[config.mk]
export PLATFORM = sky130hd
export DESIGN_NAME = pipelined_rca
export DESIGN_NICKNAME = d
export VERILOG_FILES = /design/src/rtl/pipelined_rca.sv
export SDC_FILE = /design/constraint.sdc
export NUM_CORES = 1
export LEC_CHECK = 0
export CAP_MARGIN = 20
export CORE_ASPECT_RATIO = 1.5
export CORE_UTILIZATION = 48
export CTS_CLUSTER_SIZE = 25
export DETAILED_ROUTE_END_ITERATION = 6
export GPL_TIMING_DRIVEN = 0
export PLACE_DENSITY = 0.9
export SYNTH_ARGS = -nofsm -noshare
export SYNTH_HDL_FRONTEND = slang
export SYNTH_SLANG_ARGS = --single-unit
[constraint.sdc]
create_clock -name clk -period 3 [get_ports clk]
set_clock_uncertainty 0.15 [all_clocks]
set_input_delay 0.9 -clock clk [delete_from_list [all_inputs] [get_ports clk]]
set_output_delay 0.9 -clock clk [all_outputs]
set_load 0.05 [all_outputs]
[src/rtl/pipelined_rca.sv]
// pipelined_rca
//   Pipelined ripple-carry adder/subtractor. A WIDTH-bit add is split into
//   STAGES slices of SW = WIDTH/STAGES bits, one slice per pipeline stage.
//   The carry between slices is registered. Upper operand slices ride down
//   the pipeline unchanged. Lower sum slices ride along, so all slices of a
//   result leave together.
//   A single global advance (!out_valid || out_ready) moves or holds every stage.
//
// Ports
//   clk        rising-edge clock
//   rst        synchronous active-high reset
//   a, b       WIDTH-bit operands
//   cin        carry-in (add) / borrow-in (sub)
//   sub        0: add, 1: subtract
//   in_valid   operands valid this cycle
//   in_ready   block accepts input this cycle (== advance)
//   sum        WIDTH-bit result (registered)
//   cout       carry-out; in subtract mode 1 means no borrow
//   ovf        signed overflow of the effective addition
//   out_valid  sum/cout/ovf valid
//   out_ready  downstream accepts result

module pipelined_rca #(
    parameter int WIDTH  = 8,
    parameter int STAGES = 2
) (
    input  logic             clk,
    input  logic             rst,
    input  logic [WIDTH-1:0] a,
    input  logic [WIDTH-1:0] b,
    input  logic             cin,
    input  logic             sub,
    input  logic             in_valid,
    output logic             in_ready,
    output logic [WIDTH-1:0] sum,
    output logic             cout,
    output logic             ovf,
    output logic             out_valid,
    input  logic             out_ready
);

    localparam int SW = WIDTH / STAGES;
    localparam int L  = STAGES - 1;

    // Stage k registers hold the state after slice k has been added.
    logic [WIDTH-1:0] r_a [STAGES];
    logic [WIDTH-1:0] r_b [STAGES];
    logic [WIDTH-1:0] r_s [STAGES];
    logic             r_c [STAGES];
    logic             r_v [STAGES];
    logic             r_ovf;

    // Inputs presented to stage k and the results it computes.
    logic [WIDTH-1:0] w_a_src  [STAGES];
    logic [WIDTH-1:0] w_b_src  [STAGES];
    logic [WIDTH-1:0] w_s_src  [STAGES];
    logic             w_c_src  [STAGES];
    logic             w_v_src  [STAGES];
    logic [SW:0]      w_add    [STAGES];
    logic [WIDTH-1:0] w_s_next [STAGES];
    logic             w_ovf_next;
    logic             w_adv;

    assign w_adv = !r_v[L] || out_ready;

    always_comb begin
        for (int k = 0; k < STAGES; k++) begin
            w_a_src[k]  = '0;
            w_b_src[k]  = '0;
            w_s_src[k]  = '0;
            w_c_src[k]  = 1'b0;
            w_v_src[k]  = 1'b0;
            w_add[k]    = '0;
            w_s_next[k] = '0;
        end

        // Subtraction is a + ~b + ~cin, so invert b and the carry once at entry.
        w_a_src[0] = a;
        w_b_src[0] = b ^ {WIDTH{sub}};
        w_c_src[0] = cin ^ sub;
        w_v_src[0] = in_valid;

        for (int k = 1; k < STAGES; k++) begin
            w_a_src[k] = r_a[k-1];
            w_b_src[k] = r_b[k-1];
            w_s_src[k] = r_s[k-1];
            w_c_src[k] = r_c[k-1];
            w_v_src[k] = r_v[k-1];
        end

        for (int k = 0; k < STAGES; k++) begin
            w_add[k] = {1'b0, w_a_src[k][k*SW +: SW]}
                     + {1'b0, w_b_src[k][k*SW +: SW]}
                     + {{SW{1'b0}}, w_c_src[k]};
            w_s_next[k] = w_s_src[k];
            w_s_next[k][k*SW +: SW] = w_add[k][SW-1:0];
        end

        // The carry into the MSB is recovered from the MSB sum bit: s = a ^ b ^ c_in.
        w_ovf_next = w_add[L][SW]
                   ^ (w_a_src[L][WIDTH-1] ^ w_b_src[L][WIDTH-1] ^ w_add[L][SW-1]);
    end

    always_ff @(posedge clk) begin
        if (rst) begin
            for (int k = 0; k < STAGES; k++) begin
                r_a[k] <= '0;
                r_b[k] <= '0;
                r_s[k] <= '0;
                r_c[k] <= 1'b0;
                r_v[k] <= 1'b0;
            end
            r_ovf <= 1'b0;
        end else if (w_adv) begin
            for (int k = 0; k < STAGES; k++) begin
                r_a[k] <= w_a_src[k];
                r_b[k] <= w_b_src[k];
                r_s[k] <= w_s_next[k];
                r_c[k] <= w_add[k][SW];
                r_v[k] <= w_v_src[k];
            end
            r_ovf <= w_ovf_next;
        end
    end

    assign in_ready  = w_adv;
    assign sum       = r_s[L];
    assign cout      = r_c[L];
    assign ovf       = r_ovf;
    assign out_valid = r_v[L];

endmodule

==> run metrics <==
result of the run complete, but fails checks; failing checks DRC; sequential-to-total area share from yosys stat 55.2%; number of cells after detailed placement 172; Worst slew margin 64.2%; fraction of final layout cells with drive strength greater than 1 14.4%; unrepaired setup endpoints after global routing false; crit share post-route 97.4%; number of nets in the synthesized netlist 135; CP Capture Type output pin; top achievable clock speed 342 MHz; share of flip-flops with an asynchronous set or reset 0%; CTS tree built; Switch Pwr 0.253 mW; area of the die 3010 sq um; power density over cell area 515 nW/um^2; Critical Path Start Type input pin; DRT antenna net count 0; width of the die 45.2 microns; Final Cell Area 1750 sq um; dpl cell area 1710 sq um; clock insertion delay at the later pin of the skew report 0.26 ns; Internal Power 0.650 mW; all-layer global routing usage 15.5%; Yosys cell types 19; relative contribution of the clock network to total power 21.4%; global placer's final weighted congestion 0.692; GR met2 Demand/Resource 27.9%; area grow syn2layout 30.8%; CP Data Arrival Time 1.87 ns; commonest cells in the netlist 24 x sky130_fd_sc_hd__edfxtp_1, 14 x sky130_fd_sc_hd__and2_1, 13 x sky130_fd_sc_hd__nor2_1, 9 x sky130_fd_sc_hd__xor2_1, 8 x sky130_fd_sc_hd__buf_4; Hold Vio Cnt, Final 0; total overflow reported by the global router 0; WS Path Type input pin to output pin; antenna violations before repair 0; hold buffer count at cts 0; largest stage delay on the critical path 0.46 ns; crit-path cells clkdlybuf4s50_1, nand2b_4, clkdlybuf4s15_2; Max Buffers Root-to-Sink 2; Worst VDD drop 0.000236 V; initial cell density of the core 50.1%; number of clock buffers inserted by TritonCTS 3; drt wl/cell 11.5 microns; number of instances in the synthesized netlist 103; clk root buf sky130_fd_sc_hd__clkbuf_8; Filler Cells Inserted 216; leading area contributor after synthesis sky130_fd_sc_hd__edfxtp_1; measured slew at the worst slew-check pin 0.536 ns; Flop pwr share 49.1%; synthesized flop and latch total 25; path class of the lowest-slack min-delay path register to register; nets 172; number of maximum-capacitance constraint violations 0; via count normalized by instance count 4.68; post-synthesis average cell area 13.0 sq um; Vert. Die Dim 66.7 microns; Static Leakage 0.734 nW; number of ports placed on the die boundary 34; Final Max Tran Viols 0; maximum number of pins on one net before global-route repair 25; count of flip-flops with a built-in enable after synthesis 24; global routing met3 resource utilization 1.63%; 1st-iter DRT viols 12; most frequently used cell type in the post-synthesis netlist sky130_fd_sc_hd__edfxtp_1; GRT met1 Usage 16.1%; area of the core region 2680 sq um; number of global-route vias before repair 783; slowest cell on the critical path sky130_fd_sc_hd__clkdlybuf4s50_1; sink count of the clock tree 25; Total Routed Length 2.02 mm; Clk pin slew, worst setup/hold paths 0.08 ns; switching part of the total power 28.0%; leading post-synthesis cells by cell area sky130_fd_sc_hd__edfxtp_1 54%, sky130_fd_sc_hd__and2_1 6.5%, sky130_fd_sc_hd__fa_1 6.0%, sky130_fd_sc_hd__xor2_1 5.9%, sky130_fd_sc_hd__ha_1 5.6%; post-detail-place hpwl 1.58 mm; residual DRC count 1; deepest level of the CTS H-tree 1; synthesized area 1340 sq um; number of setup buffers added after CTS 0; combinational cell fraction of total power 29.5%; crit-path max FO 6; row count 23; dominant synthesized flop cell sky130_fd_sc_hd__edfxtp_1; CP required 1.95 ns; routed vias 824; area share of the largest cell type after synthesis 53.7%; wire length of the first global-routing pass 3.23 mm; busiest grt layer met2; number of optimization iterations in the first detailed-route pass 5; YS warnings 0; Post-Route Hold Slack 0.353 ns; # diodes 0; count of non-filler cells in the finished layout 176; number of I/O port buffers 32; Power, Total 0.903 mW; min Tclk post-route 2.92 ns; setup violation total in the final timing report 0
-- registers in the layout (all words and copies together) (netlist names) --
| register | cells |
|---|---|
| r_a | 4 |
| ovf | 1 |
| r_b | 4 |
| r_c | 2 |
| r_v | 2 |
| r_s | 12 |
-- what timing repair did --
| item | in CTS | in global routing |
|---|---|---|
| endpoints found under the setup margin | 1 | 0 |
| hold endpoints to repair | 0 | 0 |
| gates resized for setup | 3 | 0 |
-- cell type report --
cell class	count	area (sq um)	share of cell area, %
sequential	25	741	42.2
multi-input combinational	64	514	29.3
timing repair buffer	32	322	18.3
buffer	11	75.1	4.28
tap	37	46.3	2.64
clock buffer	4	45.0	2.57
inverter	3	11.3	0.642
-- worst max-delay path: cells and delay by family --
kind / cells / cell delay (ns)
buf+inv: 2 / 0.83
simple gates: 1 / 0.14
-- placed cells by master, fill, tap and decap left out --
cell,n
sky130_fd_sc_hd__clkdlybuf4s50_1,31
sky130_fd_sc_hd__buf_4,8
sky130_fd_sc_hd__nand2b_4,1
sky130_fd_sc_hd__buf_2,3
sky130_fd_sc_hd__and2_1,14
sky130_fd_sc_hd__fa_1,4
sky130_fd_sc_hd__a21oi_1,2
sky130_fd_sc_hd__clkbuf_8,3
sky130_fd_sc_hd__clkdlybuf4s15_2,1
sky130_fd_sc_hd__edfxtp_1,24
sky130_fd_sc_hd__xor2_1,9
sky130_fd_sc_hd__ha_1,6
sky130_fd_sc_hd__xnor2_1,5
sky130_fd_sc_hd__nor2_1,13
sky130_fd_sc_hd__dfxtp_1,1
sky130_fd_sc_hd__inv_1,3
sky130_fd_sc_hd__a211oi_1,1
sky130_fd_sc_hd__a21o_1,3
sky130_fd_sc_hd__a21oi_2,2
sky130_fd_sc_hd__and2b_4,1
sky130_fd_sc_hd__clkbuf_1,1
sky130_fd_sc_hd__nand2b_1,2
sky130_fd_sc_hd__or2_2,1
-- logic make-up (layout without fill, tap and decap cells) --
logic type / Yosys count / after routing / synth area share (%)
AND/OR/NAND/NOR: 32 / 32 / 13.3
buffers and inverters: 14 / 50 / 6.44
XOR/XNOR: 14 / 14 / 9.14
flip-flops: 25 / 25 / 55.2
adder cells (fa/ha/maj): 10 / 10 / 11.6
AO/OA/AOI/OAI: 8 / 8 / 4.29
-- power groups by stage --
stage / registers (mW) / logic (mW) / clock network [mW]
after CTS: 0.444 / 0.270 / 0.198
after floorplan: 0.460 / 0.174 / 0
after global routing: 0.448 / 0.288 / 0.215
after global placement: 0.449 / 0.258 / 0
final: 0.443 / 0.266 / 0.194
after detailed placement: 0.452 / 0.269 / 0
-- worst paths after layout --
kind	from	end	slack, ns	cells past startpoint
worst min-delay path	ovf$_SDFFE_PP0P_	ovf$_SDFFE_PP0P_	0.35	2
worst max-delay path	out_ready	in_ready	0.08	3
worst min register to register	ovf$_SDFFE_PP0P_	ovf$_SDFFE_PP0P_	0.35	2
worst max register to register	r_c[0][0]$_SDFFCE_PN0P_	ovf$_SDFFE_PP0P_	1.04	7
-- per-layer routing --
metal / routed length (microns) / up-vias
met5: 0 / -
met3: 84 / 5
met1: 714 / 381
met4: 59 / 0
met2: 1160 / 33
li1: - / 405
-- per-stage QoR --
step	setup slack (ns)	TNS (ns)	utilization, %
floorplan	0.178	0	-
global placement	-0.345	-0.438	63.8
detailed placement	-0.354	-0.493	63.8
CTS	0.0708	0	65.5
global route	0.0630	0	65.5
finish	0.0782	0	65.5
(Power assumes the default switching activity.)
